--- src/rtl/cpu19_pkg.sv ---
// Shared definitions for the cpu19 front end: PC mux encoding, sequencer
// states and the default register-index width.
package cpu19_pkg;

   localparam int REG_W_DEF = 4;

   localparam logic [1:0] PC_SEQ = 2'b00;
   localparam logic [1:0] PC_IMM = 2'b01;
   localparam logic [1:0] PC_SP  = 2'b10;
   localparam logic [1:0] PC_RSV = 2'b11;

   typedef enum logic [1:0] {
      ST_RUN    = 2'd0,
      ST_LSTALL = 2'd1,
      ST_HALT   = 2'd2
   } state_t;

endpackage

--- src/rtl/fetch_hazard_ctrl_sat_counter.sv ---
// Saturating up-counter with synchronous clear; holds at all-ones.
module sat_counter #(
   parameter int CNT_W = 16
) (
   input  logic             clk,
   input  logic             clr,
   input  logic             inc,
   output logic [CNT_W-1:0] cnt
);

   // count up on inc, stick at all-ones, clear wins
   always_ff @(posedge clk) begin
      if (clr)
         cnt <= '0;
      else if (inc && (cnt != {CNT_W{1'b1}}))
         cnt <= cnt + CNT_W'(1);
   end

endmodule

--- src/rtl/fetch_hazard_ctrl.sv ---
// Front-end pipeline sequencer: stall / flush / PC-source decisions for
// fetch and decode, with debug counters for stall cycles and redirects.
//
// state  | meaning
// RUN    | normal flow; redirects, load-use hazards and HALT evaluated
// LSTALL | extra load-use bubbles being inserted (bubble counter > 0)
// HALT   | core parked on a HALT in D until resume or an EX redirect
module fetch_hazard_ctrl
   import cpu19_pkg::*;
#(
   parameter int REG_W    = REG_W_DEF,
   parameter int LOAD_LAT = 1,
   parameter int CNT_W    = 16
) (
   input  logic             clk,
   input  logic             rst,
   input  logic [1:0]       jumpE,
   input  logic             mem_readE,
   input  logic [REG_W-1:0] rdE,
   input  logic [REG_W-1:0] rs1D,
   input  logic [REG_W-1:0] rs2D,
   input  logic             halt_reqD,
   input  logic             resume,
   output logic [1:0]       pc_sel,
   output logic             stallF,
   output logic             stallD,
   output logic             flushD,
   output logic             flushE,
   output logic             halted,
   output logic             err_jump,
   output logic [CNT_W-1:0] stall_cnt,
   output logic [CNT_W-1:0] flush_cnt
);

   localparam logic [3:0] BUB_INIT = 4'(LOAD_LAT - 1);

   state_t     state_q, state_d;
   logic [3:0] bub_q, bub_d;
   logic       redirect;
   logic       hazard;

   assign redirect = (jumpE == PC_IMM) || (jumpE == PC_SP);
   assign hazard   = mem_readE && (rdE != '0) && ((rdE == rs1D) || (rdE == rs2D));
   assign halted   = (state_q == ST_HALT);

   // state and bubble-counter register
   always_ff @(posedge clk) begin
      if (rst) begin
         state_q <= ST_RUN;
         bub_q   <= '0;
      end else begin
         state_q <= state_d;
         bub_q   <= bub_d;
      end
   end

   // next state: redirect beats everything, hazard only looked at in RUN
   always_comb begin
      state_d = state_q;
      bub_d   = bub_q;
      if (redirect) begin
         state_d = ST_RUN;
         bub_d   = '0;
      end else begin
         case (state_q)
            ST_RUN: begin
               if (hazard) begin
                  if (LOAD_LAT > 1) begin
                     state_d = ST_LSTALL;
                     bub_d   = BUB_INIT;
                  end
               end else if (halt_reqD) begin
                  state_d = ST_HALT;
               end
            end
            ST_LSTALL: begin
               bub_d = bub_q - 4'd1;
               if (bub_q <= 4'd1)
                  state_d = ST_RUN;
            end
            ST_HALT: begin
               if (resume)
                  state_d = ST_RUN;
            end
            default: state_d = ST_RUN;
         endcase
      end
   end

   // Mealy pipeline controls; everything forced low while in reset
   always_comb begin
      pc_sel = PC_SEQ;
      stallF = 1'b0;
      stallD = 1'b0;
      flushD = 1'b0;
      flushE = 1'b0;
      if (!rst) begin
         if (redirect) begin
            pc_sel = jumpE;
            flushD = 1'b1;
            flushE = 1'b1;
         end else begin
            case (state_q)
               ST_RUN: begin
                  if (hazard || halt_reqD) begin
                     stallF = 1'b1;
                     stallD = 1'b1;
                     flushE = 1'b1;
                  end
               end
               ST_LSTALL: begin
                  stallF = 1'b1;
                  stallD = 1'b1;
                  flushE = 1'b1;
               end
               ST_HALT: begin
                  stallF = 1'b1;
                  stallD = 1'b1;
                  flushE = 1'b1;
                  // the HALT sitting in F/D is dropped on the way out
                  flushD = resume;
               end
               default: ;
            endcase
         end
      end
   end

   // sticky flag for the reserved jump encoding
   always_ff @(posedge clk) begin
      if (rst)
         err_jump <= 1'b0;
      else if (jumpE == PC_RSV)
         err_jump <= 1'b1;
   end

   sat_counter #(.CNT_W(CNT_W)) u_stall_cnt (
      .clk (clk),
      .clr (rst),
      .inc (stallF),
      .cnt (stall_cnt)
   );

   sat_counter #(.CNT_W(CNT_W)) u_flush_cnt (
      .clk (clk),
      .clr (rst),
      .inc (redirect),
      .cnt (flush_cnt)
   );

endmodule

--- config.mk ---
export PLATFORM = sky130hd
export DESIGN_NAME = fetch_hazard_ctrl
export DESIGN_NICKNAME = d
export VERILOG_FILES = /design/src/rtl/cpu19_pkg.sv /design/src/rtl/fetch_hazard_ctrl_sat_counter.sv /design/src/rtl/fetch_hazard_ctrl.sv
export SDC_FILE = /design/constraint.sdc
export NUM_CORES = 1
export LEC_CHECK = 0
export ABC_AREA = 1
export CAP_MARGIN = 5
export CORE_ASPECT_RATIO = 1.25
export CORE_UTILIZATION = 35
export DETAILED_ROUTE_END_ITERATION = 16
export PLACE_DENSITY = 0.65
export SLEW_MARGIN = 20
export SYNTH_ARGS = -nofsm -noshare
export SYNTH_HDL_FRONTEND = slang
export SYNTH_SLANG_ARGS = --single-unit
--- constraint.sdc ---
create_clock -name clk -period 1.5 [get_ports clk]
set_input_delay 0.225 -clock clk [delete_from_list [all_inputs] [get_ports clk]]
set_output_delay 0.225 -clock clk [all_outputs]
set_load 0.05 [all_outputs]
# After elaboration in Yosys (flattened, before gate mapping)
# Cells that the tools add are included.
[op_classes] add_sub_neg=3 magnitude_cmp=1 n_eq_ne=13 mux=16 n_reduce_logical=12
[op_table] operator="16-bit by 1-bit adder with 16-bit output, second input constant" count=2
[op_table] operator="16-bit != test, second input constant" count=2
[op_table] operator="2-bit two-way mux" count=6
[op_table] operator="4-bit == test" count=2
[op_table] operator="1-bit two-way mux" count=8
[op_table] operator="2-bit != test, second input constant" count=4
[op_table] operator="2-bit == test, second input constant" count=3
[op_table] operator="2-bit case mux with 3 select lines" count=1
[op_table] operator="2-bit by 1-bit == test with 1-bit output, second input constant" count=2
[op_table] operator="4-bit by 1-bit less-or-equal comparator with 1-bit output, second input constant" count=1
[op_table] operator="1-bit logical AND" count=4
[op_table] operator="4-bit AND reduction" count=1
[op_table] operator="4-bit nonzero test" count=1
[op_table] operator="2-bit OR reduction" count=2
[op_table] operator="4-bit by 1-bit subtractor with 4-bit output, second input constant" count=1
[op_table] operator="1-bit logical OR" count=3
[op_table] operator="2-bit logical NOT" count=1
[op_table] operator="1-bit case mux with 2 select lines" count=1
[totals] register_bits=39 input_bits=19 elab_cells=50

# Logic depth before layout (Yosys ltp)
[logic_depth] word_depth=9 depth_mapped=12

# By module
# Synthesis repeated with hierarchy kept, for this count alone.
[hier_totals] cells_unflattened=373 area_unflattened_um2=2229.6
[modules_own_cells] module="sat_counter" instances=2 cells_per_inst=149 area_each_um2=929.6 seq_area_each_um2=320.3
[modules_own_cells] module="fetch_hazard_ctrl" instances=1 cells_per_inst=75 area_each_um2=370.4 seq_area_each_um2=40.0

# Worst setup path after synthesis
# No wires, ideal clock.
[synth_timing] path_type="register -> output" start="register state_q[1]" end="output stallF" t_arrival_ns=2.203 setup_slack_ns=-0.928 path_stages_with_launch=7 cell_sequence="dfxtp_1 nor2_1 nand2_2 buf_2 nand2_1 nor2_1 buf_4"
[synth_between] elab_chain_len=5
[synth_rtl] element="from (decl)" line_no="fetch_hazard_ctrl.sv:37" source="state_t state_q, state_d;"
[synth_rtl] element="from (signal assigned)" line_no="fetch_hazard_ctrl.sv:52" source="state_q <= state_d;"
[synth_rtl] element="2-bit == test or 2-bit by 1-bit == test with 1-bit output (tied branches)"
[synth_rtl] element="2-bit OR reduction (no line)"
[synth_rtl] element="1-bit case mux with 2 select lines *"
[synth_rtl] element="1-bit two-way mux * (2 in series)"
[synth_rtl] element="to (decl)" line_no="fetch_hazard_ctrl.sv:25" source="output logic stallF,"
# Every way passes the cells marked *; elsewhere a longest branch is shown, timed or not.

# Worst setup path in the final report
[layout_timing] start="register u_stall_cnt.cnt[1]" end="register u_stall_cnt.cnt[11]"
[layout_between] elab_chain_len=2
[layout_rtl] element="from (decl)" line_no="fetch_hazard_ctrl_sat_counter.sv:8" source="output logic [CNT_W-1:0] cnt"
[layout_rtl] element="from (signal assigned)" line_no="fetch_hazard_ctrl_sat_counter.sv:16" source="cnt <= cnt + CNT_W'(1);"
[layout_rtl] element="branches (longest 2 deep; another with 16-bit by 1-bit adder with 16-bit output)"
# Parallel ways; which one is timed is not known.
# A chain may end at the register's enable or synchronous reset.

==> qor.csv <==
stage,metric,value,unit
run_status,run status,"complete, but fails checks",
run_status,failing checks,negative setup slack,
cts,H-tree levels,2,
synthesis,xor/xnor cell area share of the yosys netlist,5.10,%
cells_and_area,fillers,558,
timing,final-report max-slew violation count,0,
global_routing,Overflow after GRT,0,
cts,Worst-Skew Late Latency,0.29,ns
global_routing,vias in the first global route,2498,
cts,total clock sinks,34,
route,DR vias/cell,4.84,
route,DR pass1 iterations,4,
setup_path,Setup Crit Path Kind,flop to flop,
timing,slew at the pin with the worst max-slew slack,0.272,ns
cells_and_area,"Design Area, Final",3880,sq um
cells_and_area,Total Nets Final,476,
synthesis,leading area contributor after synthesis,dfxtp_1,
die,Die ar.,6710,sq um
placement,routability cong.,0.866,
synthesis,syn nets,372,
timing,fmax,648,MHz
timing,RSZ-0062 raised after global routing,true,
synthesis,post-synth cell types,29,
cells_and_area,number of diodes,0,
synthesis,"flops & latches, synth",34,
synthesis,mux cell area share after synthesis,0,%
synthesis,"Seq/Total Area, Yosys",30.5,%
cts,Clock transition at path regs,0.08,ns
power_and_ir_drop,power density over the cells,560,nW/um^2
synthesis,synthesized area per cell,6.42,sq um
global_routing,initial antenna violation count,0,
cts,Hold Buf Count CTS,0,
synthesis,Post-Synth Adder-Cell Area,2.80,%
timing,period utilization,103,%
run,MaxCap Viol Count,0,
setup_path,CP dominant cell by count,nand2_2,
cts,Longest Clk Path Bufs,2,
global_routing,largest net degree at the start of global routing,16,
cts,Root Driver,clkbuf_8,
cts,CTS buffer count,5,
timing,Hold WS,0.241,ns
route,Vias,2606,
route,Antenna Violating Nets Remaining,0,
route,drt drc,0,
hold_path,worst hold path type,input port to flop,
power_and_ir_drop,peak supply drop,0.387,mV
synthesis,Synth Warn #,0,
cells_and_area,share of cells above drive strength 1,45.7,%
setup_path,"Cell Chain, Critical Path",ha_4 > nand2_2 > nor3_4 > nand2_2 > nor2_4 > nand2_4 > buf_6 > nand4_1 > a21oi_2,
die,Core Box Area,6170,sq um
setup_path,CP Launch Type,flop,
cells_and_area,area growth from synthesis to layout,73.7,%
setup_path,Crit path required time,1.68,ns
timing,Setup Skew,0.00584,ns
synthesis,Post-Synthesis Cells,348,
global_routing,first-pass GRT wire length,10.6,mm
synthesis,dominant combinational cell family by area after synthesis,simple AND/OR/NAND/NOR gates,
die,top-level I/O count,59,
placement,HPWL Detailed,4.65,mm
setup_path,critical path capture point type,flop,
synthesis,synthesized area,2230,sq um
synthesis,Simple-Gate Fraction of Synth Area,41.1,%
setup_path,crit-path max FO,7,
timing,Final Worst Setup Slack,-0.0423,ns
route,Routed WL,6.36,mm
power_and_ir_drop,leakage,1.60,nW
die,FP Rows,32,
die,chip height,91.3,microns
synthesis,post-synth top area share,30.5,%
timing,Final min period,1.54,ns
synthesis,Compound-Gate Fraction of Synth Area,10.4,%
placement,Port Buf Inserts,58,
die,die width,73.5,microns
route,DR iter-0 viols,95,
timing,Final Hold Violating Endpoints,0,
setup_path,Crit-path slowest cell,dfxtp_4,
synthesis,ranking of synthesized cells by area,"dfxtp_1 30%, nand2_1 16%, nor2_1 7.4%, inv_1 6.1%, nand4_1 5.0%",
setup_path,arrival time worst endpoint,1.72,ns
cts,CTS tree,yes,
setup_path,slowest cell delay on critical path,0.36,ns
route,routed len/inst,11.8,microns
placement,post-place setup slack,-0.490,ns
timing,Max-slew headroom,81.8,%
placement,Placed Area,3560,sq um
die,initial core utilization,36.2,%
timing,final setup fails,13,
global_routing,gr usage total,19.4,%
-- Yosys cell counts --
cell / number
nand2_1: 95
nor2_1: 44
inv_1: 36
dfxtp_1: 34
nand3_1: 18
nand4_1: 18
a21oi_1: 17
nand2_2: 12
o21ai_0: 10
xor2_1: 9
a21oi_2: 8
nor3_1: 8
inv_2: 7
clkbuf_1: 5
ha_1: 5
buf_2: 4
xnor2_1: 4
nor2_2: 2
nor3b_1: 2
a31oi_1: 1
and3_1: 1
buf_12: 1
buf_4: 1
nand3_4: 1
nor3_2: 1
nor3_4: 1
o21a_1: 1
o21ai_1: 1
o21bai_1: 1
-- area by class of cell --
class,count,area (sq um),area share (%)
clock buffer,5,68.8,1.77
clock inverter,3,16.3,0.419
inverter,43,166,4.29
multi-input combinational,262,1560,40.2
sequential,34,747,19.3
tap,85,106,2.74
timing repair buffer,106,1220,31.3
-- logic make-up after synthesis --
logic type | Yosys count
AND/OR/NAND/NOR | 203
AO/OA/AOI/OAI | 39
adder cells (fa/ha/maj) | 5
buffers and inverters | 54
XOR/XNOR | 13
flip-flops | 34
-- final timing paths --
path | end | slack [ns] | cells after the start | startpoint
min | state_q[1] | 0.24 | 3 | halt_reqD
min reg2reg | u_flush_cnt.cnt[12] | 0.46 | 1 | u_flush_cnt.cnt[12]
max | u_stall_cnt.cnt[11] | -0.04 | 9 | u_stall_cnt.cnt[1]
max reg2reg | u_stall_cnt.cnt[11] | -0.04 | 9 | u_stall_cnt.cnt[1]
-- metal layers --
| layer | track usage (%) | share of wire [%] | up-vias |
|---|---|---|---|
| li1 | - | - | 1322 |
| met2 | 34.6 | 54 | 68 |
| met5 | 0 | 0 | - |
| met1 | 22.9 | 41 | 1201 |
| met4 | 7.21 | 1.9 | 0 |
| met3 | 2.77 | 3.7 | 15 |
-- where the power goes --
group / leakage (nW) / switching, W / internal, W
Sequential: 0.292 / 0.0000219 / 0.000905
Clock: 0.0416 / 0.000351 / 0.000318
Combinational: 1.27 / 0.000315 / 0.000263
Total: 1.60 / 0.000688 / 0.00149
-- flip-flops by register name, summed over array words and instances, names as in the netlist --
signal,cells
err_jump,1
state_q,1
u_flush_cnt.cnt,16
u_stall_cnt.cnt,16
-- critical path, delay by kind of cell (launching register included) --
kind | cells | cell delay, ns
buffers and inverters | 1 | 0.17
DFF | 1 | 0.36
adders and majority gates | 1 | 0.13
and+or+nand+nor | 6 | 0.72
AOI/OAI and AO/OA | 1 | 0.06
-- per-stage QoR --
step | instances | utilization [%] | power [W] | TNS, ns
global placement | 524 | 57.8 | 0.00147 | -12.82
global route | 538 | 62.9 | 0.00227 | -1.95
floorplan | 348 | - | 0.00123 | -2.60
finish | 538 | 62.9 | 0.00217 | -0.364
detailed placement | 524 | 57.8 | 0.00148 | -14.30
CTS | 533 | 59.5 | 0.00215 | -0.00599
-- cell usage in the layout (no fill, tap or decap), types with 3 or more instances in the layout --
master,instances
xor2_1,9
ha_4,3
nor2_2,7
o21ai_0,7
nor2_4,5
dfxtp_1,7
nand2_2,18
o21ai_1,3
nand2_4,4
a21oi_1,16
nor2_1,34
nor3_1,5
clkbuf_8,5
nand3_4,4
dfxtp_2,14
nand4_1,18
xnor2_1,4
buf_12,29
nand3_1,13
buf_6,13
buf_2,4
inv_2,9
nor3_2,3
buf_4,53
inv_1,32
nand3_2,4
a21oi_2,9
nand2_1,85
dfxtp_4,13
-- timing repair --
item | 4_1_cts | 5_1_grt
gates resized for setup | 65 | 54
pin swaps | 24 | 35
setup buffers | 0 | 4
gates cloned | 1 | 1
setup endpoints to repair | 32 | 34
hold endpoints to repair | 0 | 0
No activity file was read; power rests on OpenSTA's default activity.
==> variant (same settings) <==
Encoding of `state_t`: now one-hot (3 bits for 3 states).
--- a/src/rtl/cpu19_pkg.sv
+++ b/src/rtl/cpu19_pkg.sv
@@ -9,10 +9,10 @@
    localparam logic [1:0] PC_SP  = 2'b10;
    localparam logic [1:0] PC_RSV = 2'b11;
 
-   typedef enum logic [1:0] {
-      ST_RUN    = 2'd0,
-      ST_LSTALL = 2'd1,
-      ST_HALT   = 2'd2
+   typedef enum logic [2:0] {
+      ST_RUN    = 3'b001,
+      ST_LSTALL = 3'b010,
+      ST_HALT   = 3'b100
    } state_t;
 
 endpackage
Check against the original RTL: no difference found for any inputs over 10 cycles, from zero or initial values and one cycle with rst high; not proved beyond that.
==> variant against the original RTL <==
  * The run still ends with setup timing left
  * Routed wire length up 13%
  * Global-route usage up 2.1 points
  * Sequential cell count up 1
  * Largest cell class unchanged
  * Highest routed layer unchanged
  * Count of clock-buffer cells in the layout unchanged
  * Power up 19%
  * Clock power up 31%
  * Via count up 2.3%
  * Worst hold slack better by 0.19 ns
  * Sequential power up 2.4%
  * Cell area up 10%
  * Area after synthesis down 2.0%
  * Fmax down 8.9%
  * Setup slack worse by 0.15 ns
==> variant: results <==
group,metric,value,unit
synth,synthTopCellsByArea,"dfxtp_1 32%, nand2_1 15%, inv_1 9.3%, nor2_1 6.2%, a21oi_1 5.7%",
pwr,comb_power,0.771,mW
drt,drt_iter0_drc,139,
pwr,powerDensity,607,nW/um2
final_layout,reg.largest.list,"u_flush_cnt.cnt x16, u_stall_cnt.cnt x16, state_q x2",
synth,syn_nets,367,
sta,setup_viol,15,
final_layout,stdcell_count,550,
placement,place_ws,-0.813,ns
sta,worst_clock_skew,0.00542,ns
cts,cts.reportedPaths.clkPinSlew,0.07,ns
sta,fin_setup_tns,-0.780,ns
global_routing,grt_pass1_vias,2500,
sta,max_slew_margin,74.8,%
placement,dp_hpwl,5020,um
worst_setup_path,cp_max_fo,3,
synth,synthDistinctLibCells,26,
drt,drt_wl_total,7160,um
worst_setup_path,timing.critical_path.arrival,1.47,ns
placement,place_area,3700,um2
pwr,p_leak,1.82,nW
placement,gp_congestion,0.842,
placement,dp_cells,529,
drt,vias,2666,
final_layout,n_fill_cell,443,
pwr,irDropWorstVdd,0.629,mV
run_status,status,"finished, violations left",
pwr,switching_power,0.812,mW
pwr,pwr-share-seq,36.6,%
synth,synth_commonest_cells,"90 x nand2_1, 54 x inv_1, 36 x nor2_1",
global_routing,grt_pass1_wl,11300,um
sta,timing.final.ws_setup,-0.193,ns
run_status,violations,"setup timing",
global_routing,track_usage,21.5,%
synth,netlist_instances,341,
synth,ys_seq_area_share,32.0,%
final_layout,nNetsFinal,493,
global_routing,grt_max_degree,14,
final_layout,drive_gt1_share,55.8,%
sta,slew_viol_final,0,
synth,yosysWarnings,0,
## variant: cell types whose count changed in the layout (fill, tap and decap cells not counted), moves of 5 or more
cell / before / now
nand2_1: 85 / 53
buf_4: 53 / 73
nand2_2: 18 / 28
nor2_1: 34 / 28
inv_1: 32 / 37
nand2_4: 4 / 9
## variant: layout make-up
type	instances	area, um2	area share [%]
clock buffers	5	68.8	1.61
multi-input cells	244	1650	38.6
well taps	82	103	2.40
clock inverters	3	43.8	1.02
inverters	54	225	5.27
flip-flops and latches	35	779	18.2
repair buffers	127	1410	32.9
## variant: critical path, stage by stage
cell     delay, ns
buf_8         0.08
inv_4         0.03
nand2_1       0.05
nand2_1       0.05
nor2_1        0.14
nand2_1       0.08
nand2_1       0.07
nand2_2       0.07
nand2_2       0.07
nand2_2       0.07
a21oi_4       0.17
inv_4         0.06
nor2_4        0.14
buf_12        0.15
## variant: layer usage
layer  vias to the layer above  GRT usage, %  share of wire [%]
li1                       1352             -                  -
met1                      1250          25.6                 41
met3                         9          3.91                2.3
met2                        55          38.8                 56
met4                         0          5.23                1.1
met5                         -             0                  0
## variant: logic make-up after synthesis
kind of cell,share of synthesized area [%]
and+or+nand+nor,36.7
buffers and inverters,11.3
AOI/OAI and AO/OA,11.2
DFF,32.0
xor gates and xnor gates,4.80
adders and majority gates,4.00
## variant: what timing repair did
action                                  in CTS  in global routing
cloned                                       1                  0
endpoints found under the setup margin      32                 38
pin swaps                                   29                 26
resized for setup                           81                 97
setup buffers                               16                  2
## variant: path summary, 6_finish.rpt
path,cells after the start,start,to,slack [ns]
worst min register to register,2,err_jump,err_jump,0.48
worst max-delay path,14,rdE[1],stallD,-0.19
worst min-delay path,5,halt_reqD,state_q[2],0.43
worst max register to register,9,u_stall_cnt.cnt[1],u_stall_cnt.cnt[8],-0.05
